### src/rtl/seg_pkg.sv
// Shared constants and types for the multiplexed 7-segment display driver.
// Segment patterns are active-low and ordered {g,f,e,d,c,b,a}.
package seg_pkg;

  typedef logic [3:0] digit_t;

  localparam logic [6:0] SEG_0     = 7'h40;
  localparam logic [6:0] SEG_1     = 7'h79;
  localparam logic [6:0] SEG_2     = 7'h24;
  localparam logic [6:0] SEG_3     = 7'h30;
  localparam logic [6:0] SEG_4     = 7'h19;
  localparam logic [6:0] SEG_5     = 7'h12;
  localparam logic [6:0] SEG_6     = 7'h02;
  localparam logic [6:0] SEG_7     = 7'h78;
  localparam logic [6:0] SEG_8     = 7'h00;
  localparam logic [6:0] SEG_9     = 7'h10;
  localparam logic [6:0] SEG_MINUS = 7'h3F;
  localparam logic [6:0] SEG_BLANK = 7'h7F;

  localparam digit_t CODE_MINUS = 4'hA;

endpackage

### src/rtl/seg_decode.sv
// Combinational digit-code to segment-pattern lookup.
// Codes 0-9 are numerals, CODE_MINUS is a minus sign, everything else is blank.
module seg_decode
  import seg_pkg::*;
(
  input  digit_t     code,
  output logic [6:0] seg
);

  // Map one digit code onto its active-low segment pattern
  always_comb begin
    seg = SEG_BLANK;
    case (code)
      4'd0:       seg = SEG_0;
      4'd1:       seg = SEG_1;
      4'd2:       seg = SEG_2;
      4'd3:       seg = SEG_3;
      4'd4:       seg = SEG_4;
      4'd5:       seg = SEG_5;
      4'd6:       seg = SEG_6;
      4'd7:       seg = SEG_7;
      4'd8:       seg = SEG_8;
      4'd9:       seg = SEG_9;
      CODE_MINUS: seg = SEG_MINUS;
      default:    seg = SEG_BLANK;
    endcase
  end

endmodule

### src/rtl/seg_scan_driver.sv
// Time-multiplexed driver for an N-digit common-anode 7-segment display.
// A frame snapshot is scanned one digit per slot; each slot opens with a
// dead-time gap where every digit is dark, to keep adjacent digits from ghosting.
module seg_scan_driver
  import seg_pkg::*;
#(
  parameter int N_DIGITS = 4,
  parameter int CLK_DIV  = 50000,
  parameter int DEAD     = 16
) (
  input  logic                  i_clk,
  input  logic                  i_rst_n,
  input  logic                  i_en,
  input  logic                  i_lzb,
  input  logic [4*N_DIGITS-1:0] i_data,
  input  logic [N_DIGITS-1:0]   i_dp,
  output logic [6:0]            o_seg,
  output logic                  o_dp,
  output logic [N_DIGITS-1:0]   o_dig
);

  localparam int PCNT_W = (CLK_DIV > 1) ? $clog2(CLK_DIV) : 1;
  localparam int IDX_W  = (N_DIGITS > 1) ? $clog2(N_DIGITS) : 1;

  localparam logic [PCNT_W-1:0] PCNT_LAST = PCNT_W'(CLK_DIV - 1);
  localparam logic [PCNT_W-1:0] DEAD_END  = PCNT_W'(DEAD);
  localparam logic [IDX_W-1:0]  IDX_LAST  = IDX_W'(N_DIGITS - 1);

  logic [PCNT_W-1:0]     pcnt;
  logic [IDX_W-1:0]      idx;
  logic                  tick;
  logic                  frame_end;
  logic                  on;

  logic [4*N_DIGITS-1:0] data_s;
  logic [N_DIGITS-1:0]   dp_s;
  logic                  lzb_s;

  logic [N_DIGITS-1:0]   blank;
  logic                  zero_run;
  digit_t                sel_code;
  logic                  sel_blank;
  logic                  sel_dp;
  logic [6:0]            dec_seg;

  logic [N_DIGITS-1:0]   dig_next;
  logic [6:0]            seg_next;
  logic                  dp_next;

  assign tick      = (pcnt == PCNT_LAST);
  assign frame_end = tick && (idx == IDX_LAST);
  assign on        = i_en && (pcnt >= DEAD_END);

  // Slot prescaler: free-runs 0..CLK_DIV-1 regardless of the enable
  always_ff @(posedge i_clk or negedge i_rst_n) begin
    if (!i_rst_n) begin
      pcnt <= '0;
    end else if (tick) begin
      pcnt <= '0;
    end else begin
      pcnt <= pcnt + 1'b1;
    end
  end

  // Digit index advances once per slot and wraps after the top digit
  always_ff @(posedge i_clk or negedge i_rst_n) begin
    if (!i_rst_n) begin
      idx <= '0;
    end else if (tick) begin
      if (idx == IDX_LAST) begin
        idx <= '0;
      end else begin
        idx <= idx + 1'b1;
      end
    end
  end

  // Frame snapshot taken at the end of the last slot so a frame never tears
  always_ff @(posedge i_clk or negedge i_rst_n) begin
    if (!i_rst_n) begin
      data_s <= '0;
      dp_s   <= '0;
      lzb_s  <= 1'b0;
    end else if (frame_end) begin
      data_s <= i_data;
      dp_s   <= i_dp;
      lzb_s  <= i_lzb;
    end
  end

  // Leading-zero blanking: walk down from the top digit while codes stay zero
  always_comb begin
    blank    = '0;
    zero_run = lzb_s;
    for (int k = N_DIGITS - 1; k >= 1; k--) begin
      zero_run = zero_run && (data_s[4*k +: 4] == 4'h0);
      blank[k] = zero_run;
    end
  end

  // Pick the code, blank flag and decimal point of the digit being scanned
  always_comb begin
    sel_code  = '0;
    sel_blank = 1'b0;
    sel_dp    = 1'b0;
    for (int k = 0; k < N_DIGITS; k++) begin
      if (idx == IDX_W'(k)) begin
        sel_code  = data_s[4*k +: 4];
        sel_blank = blank[k];
        sel_dp    = dp_s[k];
      end
    end
  end

  seg_decode u_decode (
    .code (sel_code),
    .seg  (dec_seg)
  );

  // Next display state: one digit low while lit, everything dark otherwise
  always_comb begin
    dig_next = '1;
    seg_next = SEG_BLANK;
    dp_next  = 1'b1;
    if (on) begin
      for (int k = 0; k < N_DIGITS; k++) begin
        dig_next[k] = (idx != IDX_W'(k));
      end
      seg_next = sel_blank ? SEG_BLANK : dec_seg;
      dp_next  = ~sel_dp;
    end
  end

  // Output registers so the pins change only on clock edges, dark on reset
  always_ff @(posedge i_clk or negedge i_rst_n) begin
    if (!i_rst_n) begin
      o_dig <= '1;
      o_seg <= SEG_BLANK;
      o_dp  <= 1'b1;
    end else begin
      o_dig <= dig_next;
      o_seg <= seg_next;
      o_dp  <= dp_next;
    end
  end

endmodule

### config.mk
export PLATFORM = sky130hd
export DESIGN_NAME = seg_scan_driver
export DESIGN_NICKNAME = d
export VERILOG_FILES = /design/src/rtl/seg_pkg.sv /design/src/rtl/seg_decode.sv /design/src/rtl/seg_scan_driver.sv
export SDC_FILE = /design/constraint.sdc
export NUM_CORES = 1
export LEC_CHECK = 0
export BUFFER_PORTS_ARGS = -buffer_cell sky130_fd_sc_hd__clkbuf_2
export CAP_MARGIN = 30
export CORE_ASPECT_RATIO = 1.75
export CORE_MARGIN = 2
export CORE_UTILIZATION = 57
export CTS_BUF_LIST = sky130_fd_sc_hd__clkbuf_4 sky130_fd_sc_hd__clkbuf_8 sky130_fd_sc_hd__clkbuf_16
export DETAILED_ROUTE_END_ITERATION = 6
export PLACE_DENSITY_LB_ADDON = 0.1
export RECOVER_POWER = 50
export SYNTH_ARGS = -nofsm -noshare
export SYNTH_HDL_FRONTEND = slang
export SYNTH_HIERARCHICAL = 1
export SYNTH_SLANG_ARGS = --single-unit
### constraint.sdc
create_clock -name i_clk -period 3.9 [get_ports i_clk]
set_clock_uncertainty 0.1 [all_clocks]
set_input_delay 0.78 -clock i_clk [delete_from_list [all_inputs] [get_ports i_clk]]
set_output_delay 0.78 -clock i_clk [all_outputs]
set_load 0.03 [all_outputs]
==> impl_metrics.py <==
metrics = {
    "status": {
        "outcome": "complete, no violations",
    },
    "cts": {
        "cts_tree": "built",
        "root_buffer": "clkbuf_8",
        "cts.sink_count": 51,
        "post_cts_resized": 0,
        "post_cts_buffers": 0,
        "cts_buffer_depth": 2,
        "insertion_delay_ns": 0.31,
        "ctsHtreeMaxLevel": 2,
        "clk_pin_slew_ns": 0.09,
        "holdBufCountCts": 0,
        "numCtsBuffers": 5,
    },
    "sta": {
        "worst_hold_slack_ns": 0.4213,
        "relSlewSlack_pct": 1.201,
        "fin_crit_sh_pct": 79.37,
        "rsz0062_at_grt": "no",
        "setup_viol": 0,
        "fin_crit_ns": 3.095,
        "report.final.slew_viol_count": 0,
        "timing.fmax_ghz": 0.3231,
        "tightest_slew_ns": 1.482,
        "setup_tns_ns": 0,
        "hold_viol_final": 0,
    },
    "layout": {
        "fin_util_pct": 65.40,
        "fin_nets": 295,
        "syn2layout_area_growth_pct": 10.94,
        "mostFrequentLayoutCell": "dfrtp_1",
        "final_cell_mix": "dfrtp_1 (39), clkbuf_2 (34), mux2_4 (20), nand2_1 (17), nor2_1 (15)",
        "diodes": 0,
        "final_layout_size_suffix_gt1_share_pct": 34.87,
    },
    "pwr": {
        "power.switching_uw": 228.2,
        "swShare_pct": 23.59,
        "power_uw": 967.4,
        "p_leak_uw": 0.001393,
        "intPower_uw": 739.3,
        "p_comb_share_pct": 9.2,
        "power_frac_clock_pct": 32.8,
        "powerDensity_nw_per_um2": 335.9,
        "sequentialPowerShare_pct": 58.0,
        "peakVddDrop_mv": 0.2834,
    },
    "floorplanning": {
        "die_w_um": 55.02,
        "dieArea_um2": 5132,
        "start_util_pct": 58.95,
        "die_h_um": 93.28,
        "io_pins": 36,
        "rows": 32,
        "coreArea_um2": 4404,
    },
    "setup_path": {
        "path_common_cell": "ha_1",
        "end_kind": "flip-flop",
        "path_cells": "ha_1, nor2b_1, a221oi_1, o31ai_1, inv_1, ha_1, or2_1, a21oi_2, a31oi_1, or2_2",
        "reg2reg_depth": 10,
        "crit_path_max_incr_delay_ns": 0.57,
        "crit_fanout": 8,
        "cp.arrival_ns": 3.23,
        "required_ns": 4.03,
        "cp_slowest_cell": "o31ai_1",
        "start_kind": "flip-flop",
        "critPathKind": "flip-flop to flip-flop",
    },
    "route": {
        "vias": 1766,
        "first_pass_iters": 4,
        "wirelength_um": 4842,
        "drc": 0,
        "vias_per_cell": 5.660,
        "first_iter_violations": 29,
        "wl_per_cell_um": 15.52,
        "postRouteAntennaNets": 0,
    },
    "global_route": {
        "grt_pass1_wl_um": 8197,
        "grt-ovfl-total": 0,
        "grt_max_degree": 30,
        "antenna_found_initial": 0,
        "grt_pass1_vias": 1830,
        "grt_usage_pct": 22.42,
    },
    "job": {
        "drv_cap": 0,
    },
    "yosys": {
        "avgSynthCellArea_um2": 11.64,
        "syn-num-nets": 258,
        "synth_cell_type_count": 40,
        "synth_seq_cells": 51,
        "yosysWarnings": 6,
        "synth_area_um2": 2596,
        "yosysSeqAreaShare_pct": 49.73,
        "syn_inst": 223,
    },
    "place": {
        "dp_hpwl_um": 3658,
        "io_buffer_count": 35,
        "gp_congestion": 0.8213,
    },
    "hold_path": {
        "holdPathStages": 1,
        "hold_class": "flip-flop to flip-flop",
    },
}
[layout make-up]
type | count | area, um2
fill | 374 | 1524
sequential | 51 | 1291
multi-input combinational | 154 | 1204
timing repair buffer | 38 | 192.7
clock buffer | 8 | 91.34
tap | 51 | 63.81
inverter | 10 | 37.54
[sequential cells by signal, indices dropped and copies added (netlist names)]
signal and flops:
data_s 16, o_seg 7, lzb_s 1, idx 2, pcnt 16, o_dp 1
dp_s 4, o_dig 4
[power by group through the flow]
stage               clock (uW)  combinational, uW  sequential, uW
finish                     317               89.1             561
global route               345               99.6             564
CTS                        323               91.3             561
detailed placement           0               91.0             571
global placement             0               90.0             571
floorplan                    0               43.3             580
[through the flow]
| stage | setup slack [ns] | cell area [um2] | cells |
|---|---|---|---|
| floorplan | 1.069 | 2596 | 223 |
| global placement | 0.9585 | 2800 | 304 |
| detailed placement | 0.8431 | 2800 | 304 |
| CTS | 0.8176 | 2892 | 312 |
| global route | 0.5424 | 2880 | 312 |
| finish | 0.8047 | 2880 | 312 |
[synth_stat cells]
| cell | instances | area share [%] |
|---|---|---|
| mux2i_1 | 1 | 0.39 |
| o31ai_1 | 5 | 1.4 |
| clkbuf_1 | 3 | 0.43 |
| nand2b_4 | 1 | 0.53 |
| and4_1 | 5 | 1.7 |
| buf_2 | 1 | 0.19 |
| inv_1 | 10 | 1.4 |
| nor4_1 | 5 | 1.2 |
| a211oi_2 | 1 | 0.48 |
| nand3_1 | 8 | 1.5 |
| and4_4 | 1 | 0.43 |
| ha_1 | 11 | 5.3 |
| a21oi_1 | 2 | 0.39 |
| o21ai_0 | 5 | 0.96 |
| xor2_1 | 7 | 2.4 |
| dfstp_2 | 12 | 12 |
| a41oi_1 | 1 | 0.34 |
| o211ai_1 | 1 | 0.29 |
| mux2_4 | 20 | 12 |
| nor2_2 | 1 | 0.24 |
| and3_1 | 2 | 0.48 |
| a31oi_1 | 1 | 0.24 |
| nor2_1 | 15 | 2.2 |
| xnor2_1 | 6 | 2.0 |
| dfrtp_1 | 39 | 38 |
| nor3_1 | 3 | 0.58 |
| mux2_2 | 1 | 0.43 |
| nand2_4 | 1 | 0.43 |
| nand4_1 | 3 | 0.72 |
| nand2b_1 | 4 | 0.96 |
| nor2b_1 | 7 | 1.7 |
| nor4_2 | 1 | 0.48 |
| a21oi_2 | 1 | 0.34 |
| or2_1 | 1 | 0.24 |
| a221oi_1 | 5 | 1.7 |
| o21ai_1 | 3 | 0.58 |
| nand2_1 | 17 | 2.5 |
| buf_4 | 1 | 0.29 |
| or2_2 | 8 | 1.9 |
| buf_6 | 3 | 1.3 |
[final timing paths]
check / startpoint / end / slack (ns)
worst max register to register: idx[0]$_DFFE_PN0N_ / o_seg[3]$_DFF_PN1_ / 0.80
worst min-delay path: pcnt[13]$_DFF_PN0_ / pcnt[13]$_DFF_PN0_ / 0.42
worst max-delay path: idx[0]$_DFFE_PN0N_ / o_seg[3]$_DFF_PN1_ / 0.80
max in group asynchronous: i_rst_n / pcnt[6]$_DFF_PN0_ / 1.18
worst min register to register: pcnt[13]$_DFF_PN0_ / pcnt[13]$_DFF_PN0_ / 0.42
min in group asynchronous: i_rst_n / data_s[13]$_DFFE_PN0P_ / 0.71
[logic make-up (layout without fill, tap and decap cells)]
| family | Yosys count | after routing | share of synthesized area (%) |
|---|---|---|---|
| fa+ha+maj | 11 | 11 | 5.301 |
| buf+inv | 18 | 56 | 3.663 |
| xor+xnor | 13 | 13 | 4.386 |
| flops | 51 | 51 | 49.74 |
| mux | 22 | 22 | 12.39 |
| compound gates | 25 | 25 | 6.747 |
| simple gates | 83 | 83 | 17.78 |
[per-layer routing]
metal	up-vias	GRT usage [%]	routed length (um)
met1	880	23.71	1812
li1	844	-	-
met2	33	40.58	2772
met5	-	0	0
met4	0	9.146	115
met3	9	4.473	141
[worst max-delay path, delay by kind of cell, from the launching register on]
| family | cells | cell delay, ns |
|---|---|---|
| AND/OR/NAND/NOR | 3 | 0.86 |
| adder cells (fa/ha/maj) | 2 | 0.53 |
| flip-flops | 1 | 0.42 |
| buffers and inverters | 1 | 0.20 |
| AO/OA/AOI/OAI | 4 | 0.90 |
(Power assumes the default switching activity.)
